$ cat config.mk
export PLATFORM = sky130hd
export DESIGN_NAME = pcs_sync_multilane
export DESIGN_NICKNAME = d
export VERILOG_FILES = /design/src/rtl/pcs_sync_multilane_pkg.sv /design/src/rtl/pcs_sync_multilane_lane.sv /design/src/rtl/pcs_sync_multilane.sv
export SDC_FILE = /design/constraint.sdc
export NUM_CORES = 1
export LEC_CHECK = 0
export ABC_AREA = 0
export BUFFER_PORTS_ARGS = -buffer_cell sky130_fd_sc_hd__buf_2
export CAP_MARGIN = 20
export CORE_MARGIN = 1
export CORE_UTILIZATION = 25
export CTS_BUF_LIST = sky130_fd_sc_hd__clkbuf_4
export DETAILED_ROUTE_END_ITERATION = 12
export PLACE_DENSITY = 0.44
export SETUP_SLACK_MARGIN = 0.5
export SKIP_CTS_REPAIR_TIMING = 1
export SYNTH_ARGS = -nofsm -noshare
export SYNTH_HDL_FRONTEND = slang
export SYNTH_SLANG_ARGS = --single-unit
$ cat constraint.sdc
create_clock -name clk -period 11.2 [get_ports clk]
set_clock_uncertainty 0.1 [all_clocks]
set_input_delay 1.68 -clock clk [delete_from_list [all_inputs] [get_ports clk]]
set_output_delay 1.68 -clock clk [all_outputs]
set_load 0.005 [all_outputs]
$ cat src/rtl/pcs_sync_multilane_pkg.sv
// Shared 8B/10B code-group constants, lane state encoding and code-group classifiers
// for the multi-lane PCS receive synchronizer.
package pcs_sync_multilane_pkg;

  localparam int CG_W = 10;

  typedef enum logic [1:0] {
    ST_LOSS_OF_SYNC  = 2'd0,
    ST_COMMA_DETECT  = 2'd1,
    ST_ACQUIRE_SYNC  = 2'd2,
    ST_SYNC_ACQUIRED = 2'd3
  } sync_state_e;

  // Code groups are abcdei fghj with 'a' in bit 9.
  localparam logic [CG_W-1:0] K28P5_RDN = 10'b0011111010;
  localparam logic [CG_W-1:0] K28P5_RDP = 10'b1100000101;
  localparam logic [CG_W-1:0] D16P2     = 10'b1001000101;

  localparam logic [6:0] COMMA_RDN = K28P5_RDN[9:3];
  localparam logic [6:0] COMMA_RDP = K28P5_RDP[9:3];
  localparam logic [5:0] K28_RDN   = K28P5_RDN[9:4];
  localparam logic [5:0] K28_RDP   = K28P5_RDP[9:4];

  function automatic logic [2:0] ones6(input logic [5:0] v);
    logic [2:0] n;
    n = '0;
    for (int i = 0; i < 6; i++) n = n + {2'b00, v[i]};
    return n;
  endfunction

  // Comma pattern abcdeif of K28.1/K28.5/K28.7 in either disparity.
  function automatic logic is_comma(input logic [CG_W-1:0] cg);
    return (cg[9:3] == COMMA_RDN) || (cg[9:3] == COMMA_RDP);
  endfunction

  // Structural validity: both sub-blocks must have a legal disparity (6b: 2..4 ones, 4b: 1..3 ones).
  function automatic logic is_valid(input logic [CG_W-1:0] cg);
    logic [2:0] n6;
    logic [2:0] n4;
    n6 = ones6(cg[9:4]);
    n4 = ones6({2'b00, cg[3:0]});
    return (n6 >= 3'd2) && (n6 <= 3'd4) && (n4 >= 3'd1) && (n4 <= 3'd3);
  endfunction

  // Data is any valid group that is neither a comma nor a K28.x special.
  function automatic logic is_data(input logic [CG_W-1:0] cg);
    return is_valid(cg) && !is_comma(cg) && (cg[9:4] != K28_RDN) && (cg[9:4] != K28_RDP);
  endfunction

  function automatic logic cg_bad(input logic [CG_W-1:0] cg, input logic rx_even);
    return !is_valid(cg) || (is_comma(cg) && rx_even);
  endfunction

endpackage

$ cat src/rtl/pcs_sync_multilane_lane.sv
// One lane of code-group synchronization: acquire/maintain FSM, hysteresis counters and
// signal-change lane reset. Optional sync-loss counter under SYNC_LOSS_CNT_EN.
//
// state             | meaning
// ST_LOSS_OF_SYNC   | waiting for any comma with signal present (or loopback)
// ST_COMMA_DETECT   | comma seen, next group must be data
// ST_ACQUIRE_SYNC   | between comma+data pairs, waiting for an even-aligned comma
// ST_SYNC_ACQUIRED  | locked; bad groups climb error levels, runs of good groups descend
module pcs_sync_lane
  import pcs_sync_multilane_pkg::*;
#(
  parameter int WIDTH      = 10,
  parameter int ACQ_COMMAS = 3,
  parameter int GOOD_CGS   = 4,
  parameter int BAD_LEVELS = 4
) (
  input  logic             clk,
  input  logic             i_rst_n,
  input  logic             i_loopback,
  input  logic             i_signal_detect,
  input  logic [WIDTH-1:0] i_code_group,
  output logic             o_sync,
  output logic             o_rx_even
`ifdef SYNC_LOSS_CNT_EN
  ,
  output logic [7:0]       o_loss_cnt
`endif
);

  localparam int ACQ_W  = $clog2(ACQ_COMMAS + 1);
  localparam int GOOD_W = $clog2(GOOD_CGS + 1);
  localparam int BAD_W  = $clog2(BAD_LEVELS + 1);

  localparam logic [ACQ_W-1:0]  ACQ_LAST  = ACQ_W'(ACQ_COMMAS - 1);
  localparam logic [GOOD_W-1:0] GOOD_LAST = GOOD_W'(GOOD_CGS - 1);
  localparam logic [BAD_W-1:0]  BAD_LAST  = BAD_W'(BAD_LEVELS - 1);

  sync_state_e        r_state;
  logic [ACQ_W-1:0]   r_acq_cnt;
  logic [GOOD_W-1:0]  r_good_cnt;
  logic [BAD_W-1:0]   r_bad_lvl;
  logic               r_rx_even;
  logic               r_sig_prev;

  sync_state_e        w_state_nx;
  logic [ACQ_W-1:0]   w_acq_nx;
  logic [GOOD_W-1:0]  w_good_nx;
  logic [BAD_W-1:0]   w_bad_nx;
  logic               w_rx_even_nx;
  logic               w_loss_evt;
  logic               w_comma;
  logic               w_data;
  logic               w_bad;
  logic               w_sig_chg;

  assign w_comma   = is_comma(i_code_group);
  assign w_data    = is_data(i_code_group);
  assign w_bad     = cg_bad(i_code_group, r_rx_even);
  assign w_sig_chg = (i_signal_detect ^ r_sig_prev) & ~i_loopback;

  always_comb begin
    w_state_nx = r_state;
    w_acq_nx   = r_acq_cnt;
    w_good_nx  = r_good_cnt;
    w_bad_nx   = r_bad_lvl;
    w_loss_evt = 1'b0;
    case (r_state)
      ST_LOSS_OF_SYNC: begin
        if (w_comma && (i_signal_detect || i_loopback)) begin
          w_state_nx = ST_COMMA_DETECT;
          w_acq_nx   = '0;
        end
      end
      ST_COMMA_DETECT: begin
        if (!w_data) begin
          w_state_nx = ST_LOSS_OF_SYNC;
        end else if (r_acq_cnt == ACQ_LAST) begin
          w_state_nx = ST_SYNC_ACQUIRED;
          w_bad_nx   = '0;
          w_good_nx  = '0;
        end else begin
          w_state_nx = ST_ACQUIRE_SYNC;
          w_acq_nx   = r_acq_cnt + ACQ_W'(1);
        end
      end
      ST_ACQUIRE_SYNC: begin
        if (w_comma && !r_rx_even) w_state_nx = ST_COMMA_DETECT;
        else if (w_bad)            w_state_nx = ST_LOSS_OF_SYNC;
      end
      ST_SYNC_ACQUIRED: begin
        if (w_bad) begin
          w_good_nx = '0;
          if (r_bad_lvl == BAD_LAST) begin
            w_state_nx = ST_LOSS_OF_SYNC;
            w_loss_evt = 1'b1;
          end else begin
            w_bad_nx = r_bad_lvl + BAD_W'(1);
          end
        end else if (r_bad_lvl != '0) begin
          // A full run of good groups retires one error level.
          if (r_good_cnt == GOOD_LAST) begin
            w_bad_nx  = r_bad_lvl - BAD_W'(1);
            w_good_nx = '0;
          end else begin
            w_good_nx = r_good_cnt + GOOD_W'(1);
          end
        end else begin
          w_good_nx = '0;
        end
      end
      default: w_state_nx = ST_LOSS_OF_SYNC;
    endcase
    w_rx_even_nx = (w_state_nx == ST_COMMA_DETECT) ? 1'b1 : ~r_rx_even;
  end

  always_ff @(posedge clk) begin
    if (!i_rst_n) begin
      r_state    <= ST_LOSS_OF_SYNC;
      r_acq_cnt  <= '0;
      r_good_cnt <= '0;
      r_bad_lvl  <= '0;
      r_rx_even  <= 1'b0;
      r_sig_prev <= i_signal_detect;
    end else begin
      r_sig_prev <= i_signal_detect;
      if (w_sig_chg) begin
        r_state    <= ST_LOSS_OF_SYNC;
        r_acq_cnt  <= '0;
        r_good_cnt <= '0;
        r_bad_lvl  <= '0;
        r_rx_even  <= 1'b0;
      end else begin
        r_state    <= w_state_nx;
        r_acq_cnt  <= w_acq_nx;
        r_good_cnt <= w_good_nx;
        r_bad_lvl  <= w_bad_nx;
        r_rx_even  <= w_rx_even_nx;
      end
    end
  end

`ifdef SYNC_LOSS_CNT_EN
  logic [7:0] r_loss_cnt;

  // A signal-change lane reset pre-empts the loss transition, so it is not counted.
  always_ff @(posedge clk) begin
    if (!i_rst_n) begin
      r_loss_cnt <= '0;
    end else if (w_loss_evt && !w_sig_chg && (r_loss_cnt != 8'hFF)) begin
      r_loss_cnt <= r_loss_cnt + 8'd1;
    end
  end

  assign o_loss_cnt = r_loss_cnt;
`endif

  assign o_sync    = (r_state == ST_SYNC_ACQUIRED);
  assign o_rx_even = r_rx_even;

endmodule

$ cat src/rtl/pcs_sync_multilane.sv
// Multi-lane 8B/10B receive synchronizer top: LANES independent lanes, SUDI pipeline and
// aggregate all_sync. Define SYNC_LOSS_CNT_EN to add per-lane sync-loss counters.
module pcs_sync_multilane
  import pcs_sync_multilane_pkg::*;
#(
  parameter int LANES      = 4,
  parameter int WIDTH      = 10,
  parameter int ACQ_COMMAS = 3,
  parameter int GOOD_CGS   = 4,
  parameter int BAD_LEVELS = 4
) (
  input  logic                   clk,
  input  logic                   mr_main_reset,
  input  logic                   mr_loopback,
  input  logic [LANES-1:0]       signal_detect,
  input  logic [LANES*WIDTH-1:0] code_group,
  output logic [LANES-1:0]       code_sync_status,
  output logic [LANES-1:0]       rx_even,
  output logic [LANES*WIDTH-1:0] SUDI,
  output logic                   all_sync
`ifdef SYNC_LOSS_CNT_EN
  ,
  output logic [LANES*8-1:0]     loss_cnt
`endif
);

  logic [LANES-1:0]       w_sync;
  logic [LANES*WIDTH-1:0] r_sudi;
  logic                   r_all_sync;

  for (genvar g = 0; g < LANES; g++) begin : gen_lane
    pcs_sync_lane #(
      .WIDTH      (WIDTH),
      .ACQ_COMMAS (ACQ_COMMAS),
      .GOOD_CGS   (GOOD_CGS),
      .BAD_LEVELS (BAD_LEVELS)
    ) u_lane (
      .clk             (clk),
      .i_rst_n         (mr_main_reset),
      .i_loopback      (mr_loopback),
      .i_signal_detect (signal_detect[g]),
      .i_code_group    (code_group[g*WIDTH +: WIDTH]),
      .o_sync          (w_sync[g]),
      .o_rx_even       (rx_even[g])
`ifdef SYNC_LOSS_CNT_EN
      ,
      .o_loss_cnt      (loss_cnt[g*8 +: 8])
`endif
    );
  end

  always_ff @(posedge clk) begin
    if (!mr_main_reset) begin
      r_sudi     <= '0;
      r_all_sync <= 1'b0;
    end else begin
      r_sudi     <= code_group;
      r_all_sync <= &w_sync;
    end
  end

  assign code_sync_status = w_sync;
  assign SUDI             = r_sudi;
  assign all_sync         = r_all_sync;

endmodule

==> summary by stage <==
Layout
The final standard cell utilization of the core is 30.3%. In the layout the commonest cells are 95 x buf_2, 89 x dfxtp_1, 89 x inv_1, 45 x and2_1, 38 x nor2_1. The summed area of non-filler cells in the final layout is 5990 um2. Of the cells placed in the final design, the portion with a size suffix greater than 1 is 19.8%. The count of cells in the finished layout, fillers not included, comes to 932. The number of nets in the finished design is 756. The area added between synthesis and finish is 17.1%. The leading cell type in the layout, fill and taps excluded is buf_2.

The fill cell instance count of the final layout is 2,144.

Place
The count of placed standard cells including taps is 914. The half-perimeter wire length after placement is 9320 um. The cell area after placement is 5830 um2. Port buffering added 95 buffers. The final weighted congestion in routability-driven placement is 0.821.

Logic synthesis
The number of nets handed over by synthesis was 664. A synthesized cell averages 8.98 um2. The sequential cell area fraction in the yosys report is 34.9%. Counting flops and latches in the post-synthesis netlist gives 89.

The most used flip-flop cell after synthesis is dfxtp_1. In the synthesized netlist the async set-or-reset flop fraction comes to 0%. The instance count of the mapped netlist is 569. The combined area of all synthesized cells is 5110 um2. The number of distinct library cells after synthesis is 68. The count of flip-flops with a built-in enable after synthesis is 0.

Yosys printed 0 warnings.

Detailed routing
The routed via count divided by cell count is 4.61. The total wire length after detailed routing is 11,900 um. After detailed routing, the number of remaining DRC violations is 0.

The detailed router's first-iteration violation count is 259. The number of iterations in the first detailed-routing pass is 6. Detailed routing inserted a total of 4,294 vias. After detailed routing, the average wire length per cell comes to 12.7 um. The number of nets still failing antenna checks after routing is 0.

STA
Adding up every negative setup slack in the final design gives 0 ns. The post-route minimum period is 5.35 ns. The worst pin sits at a relative slew slack of 50.6%.

The worst path uses 47.8% of the clock period. The slew at the pin with the worst max-slew slack is 0.736 ns. The count of final max-slew check failures is 0. The count of endpoints failing hold in the final timing report is 0. Setup repair after global routing left no endpoint under its margin. Setup violations remaining at the end of the flow were counted as 0. Timing would allow up to 187 MHz.

GRT
The first global-routing pass estimated 20,600 um of wire. Global routing consumed, over all layers together, 12.0% of the routing resources. Entering global routing, the biggest net connects 49 pins. The via count of the first global-routing pass is 4,214. The number of antenna violations at the first check in global routing was 1. The sum of overflow across all layers after global routing is 0.

Pwr
Across the VDD grid, the largest voltage drop is 0.0450 mV. The power per cell area is 111 nW/um2. The share of total power consumed by net switching is 31.5%. Combinational cells account for 19.5% of the total power. Summed over all nets, the switching power comes to 209 uW. The static power due to leakage is 0.00259 uW. Of the total power, the clock network draws 30.6%. The sequential power share is 49.9%.

The cell internal power dissipation is 455 uW.

Critical path
The worst reg2reg path startpoint is gen_lane[3].u_lane.o_rx_even. The setup path with the least slack is of type in -> reg. In this run the worst setup path begins at code_group[35].

The startpoint class of the critical path is an input pin. In this run the worst path has a maximum fanout of 8. Data arrives at the worst endpoint at 5.65 ns.

The data required time at the worst endpoint is 11.50 ns. The flop-to-flop setup slack is 9.00 ns. The category of the worst setup path capture point is a register.

CTS
The maximum clock insertion buffer count is 2. The root buffer selected by CTS is clkbuf_4. The clock latency at the later pin of the worst-skew pair is 0.48 ns. The H-tree level count is 3. The number of buffers inserted during clock tree synthesis is 9.

The count of clock tree sinks is 89. The TritonCTS clock tree is done. Clock-pin slew was measured on the worst setup and hold paths at 0.15 ns.

Floorplan
For this configuration, the core starts out at a cell density of 25.8%. The floorplan step defined a die boundary enclosing 21,000 um2. The floorplan die width is 145 um. Row generation in the floorplan step produced 51 rows. After floorplanning, the core was sized to cover 19,800 um2.

In this run the count of I/O pins placed on the die edge is 96. From bottom edge to top edge, the die measures 145 um.

Status
The flow ran to the end, and the final reports show no timing, DRC or antenna violations.

Worst hold path
The start point of the worst min-delay path is gen_lane[2].u_lane.r_good_cnt[2]. The min-delay analysis places its worst path in the category reg -> reg.

Run
The tool flagged a number of max-cap violations equal to 0.
==> power groups by stage <==
stage	logic (uW)	clock network (uW)	registers, uW
floorplan	86.0	0	339
global placement	127	0	338
detailed placement	130	0	338
CTS	131	216	331
global route	148	228	333
finish	129	203	331
==> per-layer routing <==
| metal | part of all wire [%] | wire length [um] | GRT usage [%] | vias up |
|---|---|---|---|---|
| met4 | 1.6 | 191 | 4.95 | 0 |
| met5 | 0 | 0 | 0 | - |
| li1 | - | - | - | 2157 |
| met1 | 46 | 5500 | 14.7 | 2039 |
| met2 | 49 | 5820 | 20.4 | 85 |
| met3 | 3.1 | 373 | 2.39 | 13 |
==> cell type report <==
class                   count  area [um2]  share of cell area (%)
repair buffers             97         488                    8.15
clock inverters             7        83.8                    1.40
clock buffers               9        67.6                    1.13
well taps                 265         332                    5.54
flip-flops and latches     89        1780                    29.8
diodes                      1        2.50                  0.0418
inverters                  89         334                    5.58
multi-input cells         375        2900                    48.4
==> registers in the layout, indices dropped and copies added, names as in the netlist <==
signal	count
gen_lane.u_lane.o_rx_even	4
gen_lane.u_lane.r_good_cnt	12
gen_lane.u_lane.r_acq_cnt	8
gen_lane.u_lane.r_state	8
all_sync	1
gen_lane.u_lane.r_bad_lvl	12
gen_lane.u_lane.r_sig_prev	4
SUDI	40
==> synth_stat cells (5+ instances only) <==
cell	count	area (um2)
dfxtp_1	89	1780
inv_1	89	334
and2_1	45	282
nor2_1	38	143
ha_1	28	350
a21oi_1	22	110
fa_1	20	400
o21ai_0	20	100
nand2_1	18	67.6
nand2b_1	14	87.6
nor3_1	11	55.1
a22oi_1	8	60.1
buf_4	8	60.1
nand3_1	8	40.0
o21a_1	8	60.1
a22o_1	7	61.3
and3_1	7	43.8
clkbuf_1	7	26.3
mux2i_1	7	70.1
nor4_1	7	43.8
xnor2_1	7	61.3
a211oi_1	6	45.0
and4bb_2	6	75.1
or3_1	6	37.5
mux2_2	5	56.3
nand4_1	5	31.3
nor2b_1	5	31.3
==> metrics by stage <==
stage | power, uW | hold slack, ns | worst slack (ns)
2_1_floorplan | 425 | 0.310 | 5.81
3_3_place_gp | 465 | 0.323 | 5.48
3_5_place_dp | 468 | 0.323 | 5.38
4_1_cts | 679 | 0.345 | 5.92
5_1_grt | 709 | 0.357 | 5.63
6_report | 663 | 0.341 | 5.85
==> path summary, 6_finish.rpt <==
check / end / cells past startpoint
min: gen_lane[2].u_lane.r_good_cnt[2] / 2
max: gen_lane[3].u_lane.r_bad_lvl[2] / 17
max reg2reg: gen_lane[3].u_lane.o_rx_even / 6
min reg2reg: gen_lane[2].u_lane.r_good_cnt[2] / 2
==> critical path, stage by stage <==
cell and delay [ns]:
buf_2 0.15, inv_1 0.06, ha_1 0.27, inv_1 0.04
fa_1 0.42, inv_1 0.07, fa_1 0.15, inv_1 0.05
fa_1 0.48, or3b_1 0.39, a221o_1 0.34, a21oi_1 0.24
inv_1 0.17, fa_1 0.45, xnor2_1 0.15, a2111o_1 0.38
o22ai_1 0.14
==> kinds of logic after synthesis <==
kind of cell / synth area share (%)
buffers and inverters: 8.44
AND/OR/NAND/NOR: 21.4
XOR/XNOR: 1.20
adder cells (fa/ha/maj): 14.7
flip-flops: 34.9
multiplexers: 2.47
AO/OA/AOI/OAI: 16.9
Note: power is estimated with default switching activity, not from simulation.
